[config.mk]
export PLATFORM = sky130hd
export DESIGN_NAME = axi4_lite_master_bridge
export DESIGN_NICKNAME = d
export VERILOG_FILES = /design/src/rtl/axi4_lite_master_bridge_pkg.sv /design/src/rtl/axi4_lite_master_bridge_write_channel.sv /design/src/rtl/axi4_lite_master_bridge.sv
export SDC_FILE = /design/constraint.sdc
export NUM_CORES = 1
export LEC_CHECK = 0
export ABC_CLOCK_PERIOD_IN_PS = 2280
export BUFFER_PORTS_ARGS = -buffer_cell sky130_fd_sc_hd__buf_2
export CAP_MARGIN = 40
export CORE_MARGIN = 2
export CORE_UTILIZATION = 25
export DETAILED_ROUTE_END_ITERATION = 6
export PLACE_DENSITY_LB_ADDON = 0.25
export SETUP_SLACK_MARGIN = 0.4
export SYNTH_ARGS = -nofsm -noshare
export SYNTH_HDL_FRONTEND = slang
export SYNTH_SLANG_ARGS = --single-unit
export TNS_END_PERCENT = 30
[constraint.sdc]
create_clock -name clk -period 2.28 [get_ports clk]
set_clock_uncertainty 0.05 [all_clocks]
set_input_delay 0.456 -clock clk [delete_from_list [all_inputs] [get_ports clk]]
set_output_delay 0.456 -clock clk [all_outputs]
set_load 0.02 [all_outputs]
[src/rtl/axi4_lite_master_bridge_pkg.sv]
// Shared types and constants for the AXI4-Lite master bridge.
// Response codes, protection default and engine state encodings.
package axi4_lite_master_bridge_pkg;

    localparam logic [1:0] RESP_OKAY   = 2'b00;
    localparam logic [1:0] RESP_EXOKAY = 2'b01;
    localparam logic [1:0] RESP_SLVERR = 2'b10;
    localparam logic [1:0] RESP_DECERR = 2'b11;

    localparam logic [2:0] PROT_DEFAULT = 3'b000;

    typedef enum logic [1:0] {
        W_IDLE,
        W_ADDR,
        W_RESP,
        W_DONE
    } wstate_e;

    typedef enum logic [1:0] {
        R_IDLE,
        R_ADDR,
        R_DATA,
        R_DONE
    } rstate_e;

    // Anything other than OKAY is reported to the core as an error.
    function automatic logic resp_is_err(input logic [1:0] resp);
        logic err;
        unique case (resp)
            RESP_OKAY:   err = 1'b0;
            RESP_EXOKAY: err = 1'b1;
            RESP_SLVERR: err = 1'b1;
            RESP_DECERR: err = 1'b1;
            default:     err = 1'b1;
        endcase
        return err;
    endfunction

endpackage

[src/rtl/axi4_lite_master_bridge_write_channel.sv]
// Store engine: drives AW and W together, tracks each handshake
// separately, then collects the B response.
module axi4_lite_write_channel
    import axi4_lite_master_bridge_pkg::*;
#(
    parameter int ADDR_WIDTH = 32,
    parameter int DATA_WIDTH = 32
) (
    input  logic                      clk,
    input  logic                      rst,
    input  logic                      start_i,
    input  logic [ADDR_WIDTH-1:0]     addr_i,
    input  logic [DATA_WIDTH-1:0]     data_i,
    input  logic [DATA_WIDTH/8-1:0]   strb_i,
    output wstate_e                   state_o,
    output logic                      busy_o,
    output logic                      error_o,
    output logic [ADDR_WIDTH-1:0]     awaddr_o,
    output logic [2:0]                awprot_o,
    output logic                      awvalid_o,
    input  logic                      awready_i,
    output logic [DATA_WIDTH-1:0]     wdata_o,
    output logic [DATA_WIDTH/8-1:0]   wstrb_o,
    output logic                      wvalid_o,
    input  logic                      wready_i,
    input  logic [1:0]                bresp_i,
    input  logic                      bvalid_i,
    output logic                      bready_o
);

    wstate_e                  state_q;
    logic [ADDR_WIDTH-1:0]    addr_q;
    logic [DATA_WIDTH-1:0]    data_q;
    logic [DATA_WIDTH/8-1:0]  strb_q;
    logic                     awvalid_q;
    logic                     wvalid_q;
    logic                     bready_q;
    logic                     aw_done_q;
    logic                     w_done_q;
    logic                     err_q;

    logic aw_hs_d;
    logic w_hs_d;
    logic both_done_d;

    assign aw_hs_d     = awvalid_q & awready_i;
    assign w_hs_d      = wvalid_q & wready_i;
    assign both_done_d = (aw_done_q | aw_hs_d) & (w_done_q | w_hs_d);

    // Store FSM with registered bus outputs and one-cycle error pulse.
    always_ff @(posedge clk or negedge rst) begin
        if (!rst) begin
            state_q   <= W_IDLE;
            addr_q    <= '0;
            data_q    <= '0;
            strb_q    <= '0;
            awvalid_q <= 1'b0;
            wvalid_q  <= 1'b0;
            bready_q  <= 1'b0;
            aw_done_q <= 1'b0;
            w_done_q  <= 1'b0;
            err_q     <= 1'b0;
        end else begin
            err_q <= 1'b0;
            unique case (state_q)
                W_IDLE: begin
                    if (start_i) begin
                        addr_q    <= addr_i;
                        data_q    <= data_i;
                        strb_q    <= strb_i;
                        awvalid_q <= 1'b1;
                        wvalid_q  <= 1'b1;
                        aw_done_q <= 1'b0;
                        w_done_q  <= 1'b0;
                        state_q   <= W_ADDR;
                    end
                end
                W_ADDR: begin
                    if (aw_hs_d) begin
                        awvalid_q <= 1'b0;
                        aw_done_q <= 1'b1;
                    end
                    if (w_hs_d) begin
                        wvalid_q <= 1'b0;
                        w_done_q <= 1'b1;
                    end
                    if (both_done_d) begin
                        bready_q <= 1'b1;
                        state_q  <= W_RESP;
                    end
                end
                W_RESP: begin
                    if (bvalid_i) begin
                        bready_q <= 1'b0;
                        err_q    <= resp_is_err(bresp_i);
                        state_q  <= W_DONE;
                    end
                end
                W_DONE: state_q <= W_IDLE;
                default: state_q <= W_IDLE;
            endcase
        end
    end

    assign state_o   = state_q;
    assign busy_o    = start_i && (state_q != W_DONE);
    assign error_o   = err_q;
    assign awaddr_o  = addr_q;
    assign awprot_o  = PROT_DEFAULT;
    assign awvalid_o = awvalid_q;
    assign wdata_o   = data_q;
    assign wstrb_o   = strb_q;
    assign wvalid_o  = wvalid_q;
    assign bready_o  = bready_q;

endmodule

[src/rtl/axi4_lite_master_bridge.sv]
// Memory-stage load/store to AXI4-Lite master bridge.
// Store engine is a sub-block; the load engine yields to it.
module axi4_lite_master_bridge
    import axi4_lite_master_bridge_pkg::*;
#(
    parameter int ADDR_WIDTH = 32,
    parameter int DATA_WIDTH = 32
) (
    input  logic                      clk,
    input  logic                      rst,
    input  logic                      write_start,
    input  logic [ADDR_WIDTH-1:0]     write_addr,
    input  logic [DATA_WIDTH-1:0]     write_data,
    input  logic [DATA_WIDTH/8-1:0]   write_strobe,
    output logic                      write_busy,
    output logic                      write_error,
    input  logic                      read_start,
    input  logic [ADDR_WIDTH-1:0]     read_addr,
    output logic [DATA_WIDTH-1:0]     read_data,
    output logic                      read_busy,
    output logic                      read_error,
    output logic [ADDR_WIDTH-1:0]     m_awaddr,
    output logic [2:0]                m_awprot,
    output logic                      m_awvalid,
    input  logic                      m_awready,
    output logic [DATA_WIDTH-1:0]     m_wdata,
    output logic [DATA_WIDTH/8-1:0]   m_wstrb,
    output logic                      m_wvalid,
    input  logic                      m_wready,
    input  logic [1:0]                m_bresp,
    input  logic                      m_bvalid,
    output logic                      m_bready,
    output logic [ADDR_WIDTH-1:0]     m_araddr,
    output logic [2:0]                m_arprot,
    output logic                      m_arvalid,
    input  logic                      m_arready,
    input  logic [DATA_WIDTH-1:0]     m_rdata,
    input  logic [1:0]                m_rresp,
    input  logic                      m_rvalid,
    output logic                      m_rready
);

    wstate_e wstate;

    axi4_lite_write_channel #(
        .ADDR_WIDTH (ADDR_WIDTH),
        .DATA_WIDTH (DATA_WIDTH)
    ) u_write (
        .clk       (clk),
        .rst       (rst),
        .start_i   (write_start),
        .addr_i    (write_addr),
        .data_i    (write_data),
        .strb_i    (write_strobe),
        .state_o   (wstate),
        .busy_o    (write_busy),
        .error_o   (write_error),
        .awaddr_o  (m_awaddr),
        .awprot_o  (m_awprot),
        .awvalid_o (m_awvalid),
        .awready_i (m_awready),
        .wdata_o   (m_wdata),
        .wstrb_o   (m_wstrb),
        .wvalid_o  (m_wvalid),
        .wready_i  (m_wready),
        .bresp_i   (m_bresp),
        .bvalid_i  (m_bvalid),
        .bready_o  (m_bready)
    );

    rstate_e                rstate_q;
    logic [ADDR_WIDTH-1:0]  araddr_q;
    logic                   arvalid_q;
    logic                   rready_q;
    logic [DATA_WIDTH-1:0]  rdata_q;
    logic                   rerr_q;
    logic                   rd_accept_d;

    // Loads wait while a store is pending or in flight.
    assign rd_accept_d = read_start && (wstate == W_IDLE) && !write_start;

    // Load FSM; read_data holds the last captured RDATA.
    always_ff @(posedge clk or negedge rst) begin
        if (!rst) begin
            rstate_q  <= R_IDLE;
            araddr_q  <= '0;
            arvalid_q <= 1'b0;
            rready_q  <= 1'b0;
            rdata_q   <= '0;
            rerr_q    <= 1'b0;
        end else begin
            rerr_q <= 1'b0;
            unique case (rstate_q)
                R_IDLE: begin
                    if (rd_accept_d) begin
                        araddr_q  <= read_addr;
                        arvalid_q <= 1'b1;
                        rstate_q  <= R_ADDR;
                    end
                end
                R_ADDR: begin
                    if (m_arready) begin
                        arvalid_q <= 1'b0;
                        rready_q  <= 1'b1;
                        rstate_q  <= R_DATA;
                    end
                end
                R_DATA: begin
                    if (m_rvalid) begin
                        rdata_q  <= m_rdata;
                        rerr_q   <= resp_is_err(m_rresp);
                        rready_q <= 1'b0;
                        rstate_q <= R_DONE;
                    end
                end
                R_DONE: rstate_q <= R_IDLE;
                default: rstate_q <= R_IDLE;
            endcase
        end
    end

    assign read_busy  = read_start && (rstate_q != R_DONE);
    assign read_data  = rdata_q;
    assign read_error = rerr_q;
    assign m_araddr   = araddr_q;
    assign m_arprot   = PROT_DEFAULT;
    assign m_arvalid  = arvalid_q;
    assign m_rready   = rready_q;

endmodule

## Word-level counts from Yosys, hierarchy flattened

Cells that the tools add are included.

- Equality and inequality tests: 22
- Bitwise logic cells: 5
- Muxes and demuxes: 33
- Reduce and logical (&&, ||, !) cells: 25

Operators with widths:

| cell | number |
|---|---|
| AND reduction 3 bit | 7 |
| one-hot mux 1 bit (2 select lines) | 9 |
| equality test 2 bit (second input constant) | 8 |
| two-way mux 1 bit | 16 |
| one-hot mux 2 bit (4 select lines) | 2 |
| inequality test 2 bit (second input constant) | 7 |
| two-way mux 2 bit | 6 |
| equality test 2 x 1 -> 1 bit (second input constant) | 4 |
| zero test 2 bit | 4 |
| nonzero test 2 bit | 4 |
| inequality test 2 x 1 -> 1 bit (second input constant) | 3 |
| AND reduction 2 bit | 3 |
| OR reduction 3 bit | 2 |
| logical AND 1 bit | 4 |
| AND 1 bit | 3 |
| OR 1 bit | 2 |
| zero test 1 bit | 1 |

- Word-level logic and storage cells: 101
- Output and inout port bits: 147
- Flip-flop bits (word level): 145

## Longest topological paths before layout

Gate-level depths: netlist (run 1).

- Word-level depth: 5
- Mapped depth: 7

## By module

Synthesis (run 1) repeated with hierarchy kept, for this count alone.

- Cells, all modules: 366
- Area, all modules: 5,710.5 um2

Modules (own cells, without submodules):

| module | times used | area each (um2) | cells an instance |
|---|---|---|---|
| axi4_lite_write_channel | 1 | 2,984.1 | 195 |
| axi4_lite_master_bridge | 1 | 2,726.4 | 171 |

## Worst setup path before layout (run 1)

Ideal clock, no wire load.

- Kind: reg2reg
- From: register u_write.state_q[0], in the netlist u_write.state_o[0]
- To: register rstate_q[1]
- Arrival: 1,447 ps
- Cell stages (with the launch flop): 8
- Path slack: 658 ps
- Required time: 2,105 ps
- Path buffers: 1
- Cell sequence: dfrtp_1 -> inv_1 -> ha_1 -> buf_4 -> and3b_1 -> o21ai_2 -> a21oi_2 -> mux2_4

- Longest elaborated chain between the ends: 5

Ends and longest elaborated chain:

| item | line | source |
|---|---|---|
| start: declaration | axi4_lite_master_bridge_write_channel.sv:31 | `wstate_e state_q;` |
| start signal: assignment | axi4_lite_master_bridge_write_channel.sv:53 | `state_q <= W_IDLE;` |
| start signal: assignment | axi4_lite_master_bridge_write_channel.sv:75 | `state_q <= W_ADDR;` |
| start signal: assignment | axi4_lite_master_bridge_write_channel.sv:89 | `state_q <= W_RESP;` |
| zero test 2 bit | axi4_lite_master_bridge.sv:80 | `assign rd_accept_d = read_start && (wstate == W_IDLE) && !write_start;` |
| logical AND 1 bit (2 in series) | axi4_lite_master_bridge.sv:80 |  |
| inequality test 2 bit (no source line) | - |  |
| AND reduction 3 bit (no source line) | - |  |
| end signal: assignment | axi4_lite_master_bridge.sv:85 | `rstate_q <= R_IDLE;` |
| end signal: assignment | axi4_lite_master_bridge.sv:98 | `rstate_q <= R_ADDR;` |
| end signal: assignment | axi4_lite_master_bridge.sv:105 | `rstate_q <= R_DATA;` |
| end: declaration | axi4_lite_master_bridge.sv:71 | `rstate_e rstate_q;` |

No other way between the ends.
A chain may end at the register's enable or synchronous reset.

## Worst setup path in the final report (run 1)

- From: register u_write.state_q[0], in the netlist u_write.state_o[0]
- To: output port write_busy

- Longest elaborated chain between the ends: 2

Ends and longest elaborated chain:

| item | line | source |
|---|---|---|
| inequality test 2 bit | axi4_lite_master_bridge_write_channel.sv:106 | `assign busy_o = start_i && (state_q != W_DONE);` |
| logical AND 1 bit | axi4_lite_master_bridge_write_channel.sv:106 |  |
| end: declaration | axi4_lite_master_bridge.sv:15 | `output logic write_busy,` |

No other way between the ends.

==> impl_metrics.yaml, run 1 <==
power:
  p_int_mw: 4.37
  ir_drop_v: 0.000397
  power.leakage_nw: 4.80
  p_sw_share_pct: 22.5
  combPwrFrac_pct: 3.7
  seqPwrFrac_pct: 45.7
  clkPwrFrac_pct: 50.6
  p_sw_mw: 1.27
  power.density_nw_per_um2: 690
cts:
  cts.path.max_buffers: 2
  clkSlewWorstSetupHoldPaths_ns: 0.07
  cts-buffers-inserted: 17
  clock_latency_ns: 0.41
  htree_num_levels: 4
  root_buffer: "clkbuf_16"
  cts_sinks: 145
  cts_tree: "yes"
floorplanning:
  die_y_um: 155
  io_pins: 292
  fp.dieW_um: 155
  floorplan.die_area_um2: 24000
  core_area_um2: 22500
  std_cell_rows: 55
  initial_core_util_pct: 25.3
synthesis:
  ys_seq_elements: 145
  ys_seq_area_share_pct: 63.7
  yosys-top-cells-area: "dfrtp_1, mux2_2, buf_4"
  synth.distinct_cells: 27
  syn-cell-area_um2: 5700
  avgSynthCellArea_um2: 15.7
  synth_top_area_share_pct: 63.7
  yosys_warnings: 0
  synth_cells: 364
  synth_top_area_cell: "dfrtp_1"
timing:
  setup_viol: 0
  finalCriticalPeriod_ns: 1.91
  timing.final.crit_share_pct: 83.6
  final_max_slew_viol_count: 0
  finalSetupTns_ns: 0
  clock.fmax_ghz: 0.525
  hold_violations: 0
  rsz0062_at_grt: "yes"
placement:
  numPortBuffers: 285
  placedCellCount: 924
  hpwlAfterDp_um: 10200
  place.gp.congestion: 0.692
route:
  met1Wirelength_um: 5630
  wl_met3_um: 1210
  drt-pass1-iter-count: 4
  drt_iter0_drc: 157
  wl_per_cell_um: 14.8
  finalWirelength_um: 14300
  detailroute.via_count: 3994
  dr_wl_met2_um: 7310
  via_per_inst: 4.15
  topRoutingLayerUsed: "met4"
  drc: 0
  antenna_left: 0
run:
  drv_cap: 0
worst_setup_path:
  rrSetupSlack_ns: 0.48
  cpMaxStageDelayCell: "dfrtp_1"
  critPathMaxStageDelay_ns: 0.41
  crit_end: "write_busy"
  cp-end-kind: "output pin"
  worstPathMaxFanout: 3
  critPathLaunchType: "register"
  worstSetupStartpoint: "u_write.state_o[0]"
  rr_worst_depth: 6
  critical_path_class: "reg -> out"
  cp_cell_sequence: "ha_1 -> nor2b_1 -> buf_4"
  reg2reg_to: "rstate_q[1]"
  critPathRequiredTime_ns: 1.77
  worstPathArrival_ns: 1.40
  r2r-start: "u_write.state_o[0]"
global_routing:
  grtUsageTotal_pct: 12.0
  antenna_found_initial: 0
  grt-ovfl-total: 0
  grt_max_degree: 71
  grt_first_pass_wirelength_um: 22600
  grt_pass1_vias: 4405
layout:
  synthToLayoutAreaGrowth_pct: 43.2
  nFillCells: 2189
  postLayoutCoreUtil_pct: 36.3
  n_antenna_cell: 0
  instances_no_fill: 963
  drive_gt1_share_pct: 68.9
  fin_nets: 819
outcome:
  status: "finished clean"
worst_hold_path:
  hold_path.class: "in -> reg"
critical path: cells and delay by family, from the launching register on:
kind	cells	cell delay (ns)
fa+ha+maj	1	0.21
buf+inv	1	0.18
simple gates	1	0.19
flops	1	0.41
worst min path at each step:
stage / startpoint / to / cells after the start
after global placement: rst / u_write.wdata_o[11] / 1
after floorplan: rst / m_araddr[0] / 0
after detailed placement: rst / u_write.wdata_o[10] / 1
after CTS: write_data[26] / u_write.wdata_o[26] / 2
after global routing: write_addr[8] / u_write.awaddr_o[8] / 2
final: write_addr[16] / u_write.awaddr_o[16] / 2
cell families after synthesis:
kind of cell	count (synthesis)	synth area share [%]
buffers and inverters	26	2.90
and+or+nand+nor	27	2.46
adders and majority gates	9	1.98
DFF	145	63.7
muxes	134	26.5
other	1	0.0658
AOI/OAI and AO/OA	22	2.39
power by group through the flow:
stage / registers [mW] / logic (mW) / clock network (mW)
floorplan: 2.62 / 0.0270 / 0
global placement: 2.62 / 0.205 / 0
detailed placement: 2.62 / 0.211 / 0
CTS: 2.57 / 0.217 / 2.96
global route: 2.57 / 0.238 / 3.06
finish: 2.57 / 0.211 / 2.85
synth_stat cells:
cell,count
conb_1,1
o32a_1,1
o21ai_0,5
nor2b_1,2
inv_1,6
nand4b_4,1
o21ai_1,1
a21o_1,1
o21ai_2,1
mux2_4,1
nand2_1,11
a22o_1,1
a31oi_1,2
a21oi_2,1
nand2b_1,3
nor2_1,8
buf_4,17
nand3_1,1
a21oi_1,7
mux2_1,1
buf_2,3
mux2_2,132
and3b_1,1
ha_1,9
dfrtp_1,145
o31ai_1,1
a22oi_1,1
placed cells by master, fill, tap and decap left out, types with 3 or more instances in the layout:
cell type and n:
buf_2 282, dfrtp_1 145, mux2_2 132, clkbuf_16 17, nand2_1 10, nor2_1 8
a21oi_1 7, ha_1 7, buf_4 7, inv_1 6, conb_1 6, o21ai_0 5
buf_12 5, inv_6 4, nand2b_1 3
registers in the layout, indices dropped and copies added (netlist names), 2 cells and up:
signal,cells
rstate_q,2
u_write.state_o,2
read_data,32
m_araddr,32
u_write.wstrb_o,4
u_write.wdata_o,32
u_write.awaddr_o,32
stage by stage:
step	power, mW	hold WS, ns	setup slack [ns]	cell area [um^2]
after floorplan	2.65	0.110	0.658	5720
after global placement	2.83	0.379	0.210	7440
after detailed placement	2.83	0.386	0.131	7440
after CTS	5.75	0.189	0.342	8100
after global routing	5.87	0.192	0.322	8160
final	5.63	0.213	0.373	8160
layout make-up:
cell class	count	area, um^2	area share (%)
timing repair buffer	296	1590	19.4
inverter	6	22.5	0.276
multi-input combinational	199	1970	24.1
tap	285	357	4.37
clock buffer	19	453	5.55
clock inverter	13	149	1.82
sequential	145	3630	44.5
repair_timing:
| action | in CTS | in global routing |
|---|---|---|
| pin swaps | 1 | 1 |
| hold buffers | 1 | 0 |
| gates resized for setup | 2 | 4 |
| endpoints found under the setup margin | 33 | 50 |
| setup buffers | 1 | 4 |
| hold endpoints to repair | 45 | 0 |
| cloned | 1 | 0 |
layer usage:
| metal | GRT usage, % | up-vias |
|---|---|---|
| met5 | 0 | - |
| met4 | 4.37 | 0 |
| met3 | 4.51 | 8 |
| met2 | 21.0 | 180 |
| met1 | 13.4 | 1942 |
| li1 | - | 1864 |
Power figures use the tool's default switching activity.
==> inputs of run 2 (changes only) <==
--- a/config.mk
+++ b/config.mk
@@ -5,7 +5,7 @@
 export SDC_FILE = /design/constraint.sdc
 export NUM_CORES = 1
 export LEC_CHECK = 0
-export ABC_CLOCK_PERIOD_IN_PS = 2280
+export ABC_CLOCK_PERIOD_IN_PS = 1600
 export BUFFER_PORTS_ARGS = -buffer_cell sky130_fd_sc_hd__buf_2
 export CAP_MARGIN = 40
 export CORE_MARGIN = 2
==> constraint.sdc (replaced) <==
create_clock -name clk -period 1.6 [get_ports clk]
set_clock_uncertainty 0.05 [all_clocks]
set_input_delay 0.32 -clock clk [delete_from_list [all_inputs] [get_ports clk]]
set_output_delay 0.32 -clock clk [all_outputs]
set_load 0.02 [all_outputs]
==> run 2 against run 1 <==
  * The run now ends with negative setup slack left
  * Routed wire length increased by 13%
  * Combinational power up 47%
  * Total power up 41%
  * Final cell count grew 3.5%
  * Flip-flop and latch count is the same
  * Die area did not move
  * Global-route usage grew 0.80 points
  * Via count increased by 6.6%
  * Cell area grew 19%
  * Non-clock buffer count rose by 35
  * Register-to-register slack worse by 0.60 ns
  * Critical path type is now reg -> reg
  * Critical endpoint is now u_write.wdata_o[22]
  * Largest power group unchanged
  * Highest routed layer unchanged
==> impl_metrics.yaml, run 2 (same netlist as run 1, synthesis figures left out) <==
outcome:
  status: "complete, but fails checks"
  violations: "negative setup slack"
worst_setup_path:
  cp-end-kind: "register"
  cp_cell_sequence: "buf_6 -> inv_4 -> ha_4 -> buf_4 -> nand2_4 -> clkbuf_16 -> mux2_2"
  rrSetupSlack_ns: -0.12
  crit_cells: 7
  critPathLaunchType: "register"
  worstPathArrival_ns: 1.96
  critPathRequiredTime_ns: 1.84
  rr_worst_depth: 7
  critPathMaxStageDelay_ns: 0.38
  worstPathMaxFanout: 11
  cpMaxStageDelayCell: "dfrtp_1"
  path_buf_inv: 4
  critical_path_class: "reg -> reg"
  r2r-start: "u_write.state_o[0]"
  crit_family: "buffers and inverters"
  reg2reg_to: "u_write.wdata_o[22]"
worst_hold_path:
  hold_depth: 3
  hold_end: "read_error"
  hold_path.startpoint: "m_rresp[1]"
  hold_path.class: "in -> reg"
timing:
  rsz0062_at_grt: "yes"
  setup_viol: 105
  finalCriticalPeriod_ns: 1.72
  finalSetupTns_ns: -7.43
  clock.fmax_ghz: 0.582
  holdWs_ns: 0.0748
  layout_setup_ws_ns: -0.118
  timing.final.crit_share_pct: 107
  final_max_slew_viol_count: 0
  hold_violations: 0
floorplanning:
  floorplan.die_area_um2: 24000
  std_cell_rows: 55
  core_area_um2: 22500
  fp.dieW_um: 155
  die_y_um: 155
  io_pins: 292
  initial_core_util_pct: 25.3
power:
  ir_drop_v: 0.000509
  clkPwrFrac_pct: 49.8
  p_int_mw: 6.11
  power.leakage_nw: 5.21
  combPwrFrac_pct: 3.9
  seqPwrFrac_pct: 46.3
  p_sw_share_pct: 22.8
  p_sw_mw: 1.81
  power.density_nw_per_um2: 819
  power.total_mw: 7.92
cts:
  cts_sinks: 145
  htree_num_levels: 4
  cts.path.max_buffers: 2
  clkSlewWorstSetupHoldPaths_ns: 0.06
  clock_latency_ns: 0.41
  root_buffer: "clkbuf_16"
  cts_tree: "yes"
  cts-buffers-inserted: 17
placement:
  placedCellCount: 942
  place_area_um2: 7610
  place.gp.congestion: 0.743
  post-place-ws_ns: -0.0489
  hpwlAfterDp_um: 10300
  numPortBuffers: 285
global_routing:
  grt_first_pass_wirelength_um: 24300
  antenna_found_initial: 0
  grt_pass1_vias: 4662
  grtUsageTotal_pct: 12.8
  grt-ovfl-total: 0
  grt_max_degree: 44
run:
  drv_cap: 0
layout:
  postLayoutCellArea_um2: 9680
  mostFrequentLayoutCell: "buf_6"
  instances_no_fill: 997
  synthToLayoutAreaGrowth_pct: 69.8
  postLayoutCoreUtil_pct: 43.0
  n_antenna_cell: 0
  drive_gt1_share_pct: 72.8
  layout_common_cells: "buf_6, buf_2, dfrtp_1"
  fin_nets: 853
  nFillCells: 2063
route:
  drt_iter0_drc: 127
  via_per_inst: 4.27
  antenna_left: 0
  wl_per_cell_um: 16.2
  finalWirelength_um: 16100
  detailroute.via_count: 4258
  drc: 0
  drt-pass1-iter-count: 4
run 2: changes by cell type in the layout (fill, tap and decap cells not counted), sizes merged:
| cell | change |
|---|---|
| bufinv | -1 |
| clkinv | -2 |
| bufbuf | +1 |
| clkinvlp | +2 |
| buf | +29 |
| clkbuf | +6 |
| nand4b | -1 |
run 2: area by class of cell:
cell class                 instances  area, um^2  area share, %
timing repair buffer             331        2950           30.4
sequential                       145        3630           37.5
multi-input combinational        198        2130           22.0
clock inverter                    12         121           1.25
inverter                           6        30.0          0.310
clock buffer                      20         467           4.82
tap                              285         357           3.69
run 2: worst max-delay path by stage:
stage,start,endpoint,slack (ns)
finish,u_write.state_o[0],u_write.wdata_o[22],-0.12
global placement,u_write.state_o[0],m_araddr[14],-0.01
global route,u_write.state_o[0],write_busy,-0.19
CTS,u_write.state_o[0],write_busy,-0.15
floorplan,u_write.state_o[1],rstate_q[1],0.005
detailed placement,u_write.state_o[0],m_araddr[25],-0.05
run 2: power groups by stage:
stage	clock network, mW	logic (mW)	registers, mW
detailed placement	0	0.308	3.73
global route	4.26	0.352	3.66
finish	3.95	0.310	3.67
global placement	0	0.304	3.73
floorplan	0	0.0385	3.74
CTS	4.08	0.318	3.66
run 2: per-layer routing:
| layer | track usage (%) | share of wire (%) | up-vias |
|---|---|---|---|
| met5 | 0 | 0 | - |
| met1 | 15.6 | 41 | 2148 |
| met3 | 4.46 | 6.9 | 8 |
| met2 | 21.5 | 51 | 169 |
| li1 | - | - | 1933 |
| met4 | 3.70 | 0.89 | 0 |
run 2: timing repair:
action	4_1_cts	5_1_grt
setup buffers	8	4
pin swaps	10	2
cloned	6	4
setup endpoints to repair	285	286
gates resized for setup	274	77
hold buffers	1	0
endpoints found under the hold margin	34	0
run 2: worst reg2reg max path: cells and delay by family (launching register included):
kind / cells / cell delay [ns]
buffers and inverters: 4 / 0.50
flip-flops: 1 / 0.38
multiplexers: 1 / 0.34
AND/OR/NAND/NOR: 1 / 0.17
adder cells (fa/ha/maj): 1 / 0.15
==> inputs of run 3 (changes only) <==
--- a/config.mk
+++ b/config.mk
@@ -5,6 +5,7 @@
 export SDC_FILE = /design/constraint.sdc
 export NUM_CORES = 1
 export LEC_CHECK = 0
+export ABC_AREA = 1
 export ABC_CLOCK_PERIOD_IN_PS = 1600
 export BUFFER_PORTS_ARGS = -buffer_cell sky130_fd_sc_hd__buf_2
 export CAP_MARGIN = 40
@@ -13,6 +14,7 @@
 export DETAILED_ROUTE_END_ITERATION = 6
 export PLACE_DENSITY_LB_ADDON = 0.25
 export SETUP_SLACK_MARGIN = 0.4
+export SKIP_LAST_GASP = 1
 export SYNTH_ARGS = -nofsm -noshare
 export SYNTH_HDL_FRONTEND = slang
 export SYNTH_SLANG_ARGS = --single-unit
==> run 3 against run 2 <==
  * The flow still finishes with violations (negative setup slack)
  * Via count is 24% higher
  * Cell area down 2.6%
  * Die area increased by 1.7%
  * First-iteration DRC count up 62%
  * Sequential power increased by 72%
  * Global-route usage rose by 2.7 points
  * Non-clock buffer count is 13 higher
  * Synthesized cell count up 82%
  * Sequential share of layout area rose by 0.97 points
  * Critical path type is now reg -> out
  * Critical endpoint is now write_busy
  * Largest power group is now combinational cells
==> impl_metrics.yaml, run 3 <==
timing:
  setup_viol: 1
  clock.fmax_ghz: 0.620
  finalCriticalPeriod_ns: 1.61
  rsz0062_at_grt: "yes"
  hold_violations: 0
  layout_setup_ws_ns: -0.0134
  timing.final.crit_share_pct: 101
  final_max_slew_viol_count: 0
synthesis:
  synth.distinct_cells: 20
  synthArstFlopShare_pct: 100
  yosys_warnings: 0
  synth_ff_type: "dfrtp_1"
  synth_top_area_cell: "dfrtp_1"
  synth_top_area_share_pct: 62.6
  ys_seq_elements: 145
  yosysMostFrequentCell: "nand2_1"
  synth_top_family_by_area: "simple AND/OR/NAND/NOR gates"
  syn-cell-area_um2: 5800
  synth_edf_count: 0
  yosys-top-cells-area: "dfrtp_1, nand2_1, inv_1"
  synth.area.mux_share_pct: 0
  synth-adder-area-share_pct: 1.94
  synth_xor_area_share_pct: 0
  synth_common_cells: "nand2_1, dfrtp_1, inv_1"
  synth_compound_area_share_pct: 3.71
  avgSynthCellArea_um2: 8.75
  synth_simple_gate_area_share_pct: 25.4
  ys_seq_area_share_pct: 62.6
  synth_cells: 663
cts:
  cts.path.max_buffers: 2
  root_buffer: "clkbuf_16"
  cts_tree: "yes"
  cts-buffers-inserted: 17
  clock_latency_ns: 0.42
  htree_num_levels: 4
  clkSlewWorstSetupHoldPaths_ns: 0.07
  cts_sinks: 145
layout:
  mostFrequentLayoutCell: "nand2_1"
  synthToLayoutAreaGrowth_pct: 62.5
  instances_no_fill: 1297
  layout_common_cells: "nand2_1, buf_2, dfrtp_1"
  fin_nets: 1152
  postLayoutCoreUtil_pct: 41.5
  drive_gt1_share_pct: 42.3
route:
  drc: 0
  drt_iter0_drc: 206
  antenna_left: 0
  via_per_inst: 4.08
  finalWirelength_um: 19000
  drt-pass1-iter-count: 4
  wl_per_cell_um: 14.6
  detailroute.via_count: 5290
worst_setup_path:
  path_buf_inv: 1
  critPathMaxStageDelay_ns: 0.41
  critPathLaunchType: "register"
  worstPathMaxFanout: 3
  crit_family: "flip-flops"
  worstPathArrival_ns: 1.24
  critPathRequiredTime_ns: 1.23
  cpMaxStageDelayCell: "dfrtp_1"
  cp_cell_sequence: "ha_2 -> nor2_2 -> buf_6"
  cp-end-kind: "output pin"
  critical_path_class: "reg -> out"
global_routing:
  grt-ovfl-total: 0
  met3_usage_pct: 5.04
  grtUsageMet2_pct: 25.1
  antenna_found_initial: 3
  gr-max-usage-layer: "met2"
  grt_max_degree: 42
  gr-usage-met1_pct: 19.1
  grtUsageTotal_pct: 15.6
  grt_first_pass_wirelength_um: 28900
  grt_pass1_vias: 5254
placement:
  hpwlAfterDp_um: 11900
  post-place-ws_ns: -0.00870
  place.gp.congestion: 0.765
  numPortBuffers: 285
  placedCellCount: 1220
floorplanning:
  floorplan.die_area_um2: 24400
  core_area_um2: 22700
  fp.dieW_um: 156
  std_cell_rows: 55
  die_y_um: 156
  initial_core_util_pct: 25.5
  io_pins: 292
run:
  drv_cap: 0
power:
  ir_drop_v: 0.000805
  power.density_nw_per_um2: 2150
  power.leakage_nw: 5.35
outcome:
  status: "complete, but fails checks"
  violations: "negative setup slack"
worst_hold_path:
  hold_path.class: "in -> reg"
## run 3: changes by cell type after synthesis, moves of 3 or more
cell      before  now
nand2_1       11  360
o21ai_0        5    2
buf_4         17    9
inv_1          6   49
buf_2          3   16
o21ai_1        1   34
nand4_1        0    3
nand2b_1       3    0
mux2_2       132    0
nand3_1        1    5
clkbuf_1       0    8
a21oi_1        7    4
## run 3: metal layers
metal | share of wire (%) | wire length, um
met3 | 6.2 | 1180
met1 | 42 | 8060
met4 | 2.7 | 517
met2 | 48 | 9210
met5 | 0.084 | 16
## run 3: area by class of cell
cell class	count	area, um^2
Tap cell	285	357
Multi-Input combinational cell	439	2040
Sequential cell	145	3630
Antenna cell	1	2.50
Fill cell	2306	13300
Timing Repair Buffer	344	2540
Clock inverter	13	173
Clock buffer	19	453
Inverter	51	230
## run 3: worst paths after layout
kind,startpoint,endpoint,slack [ns],cells after the start
min,m_rdata[6],read_data[6],0.03,3
min reg2reg,u_write.wdata_o[24],u_write.wdata_o[24],0.42,2
min in group asynchronous,rst,u_write.wdata_o[4],0.26,2
max in group asynchronous,rst,u_write.wdata_o[27],0.69,3
max reg2reg,rstate_q[1],m_araddr[1],0.03,7
max,u_write.state_o[1],write_busy,-0.01,3
## run 3: what timing repair did
action                                 CTS  global route
endpoints found under the hold margin  104             0
pin swaps                                9             8
hold buffers                             1             0
gates resized for setup                 67            35
setup endpoints to repair              285           286
buffers inserted                        14            11
gates cloned                            14             4
## run 3: logic make-up after synthesis
family,after synthesis
AND/OR/NAND/NOR,382
adder cells (fa/ha/maj),9
flip-flops,145
buffers and inverters,84
other,1
AO/OA/AOI/OAI,42
## run 3: stage by stage
step / power (mW) / cell area, um^2 / TNS [ns] / hold slack, ns
final: 20.3 / 9430 / -0.0134 / 0.0291
after global routing: 21.7 / 9420 / -2.24 / 0.0162
after CTS: 19.8 / 9060 / -0.0754 / 0.0164
after detailed placement: 13.9 / 7660 / -0.00870 / 0.138
after global placement: 13.8 / 7660 / 0 / 0.135
after floorplan: 11.1 / 5880 / 0 / -0.0256
## run 3: tightest hold or removal path, stage by stage
cell	delay [ns]
buf_2	0.07
nand2_1	0.04
nand2_1	0.04
## run 3: where the power goes
| part | total, mW | internal [mW] | leakage, nW | switching (mW) |
|---|---|---|---|---|
| Combinational | 9.68 | 4.03 | 3.24 | 5.65 |
| Sequential | 6.30 | 5.40 | 1.81 | 0.900 |
| Clock | 4.28 | 2.57 | 0.299 | 1.71 |
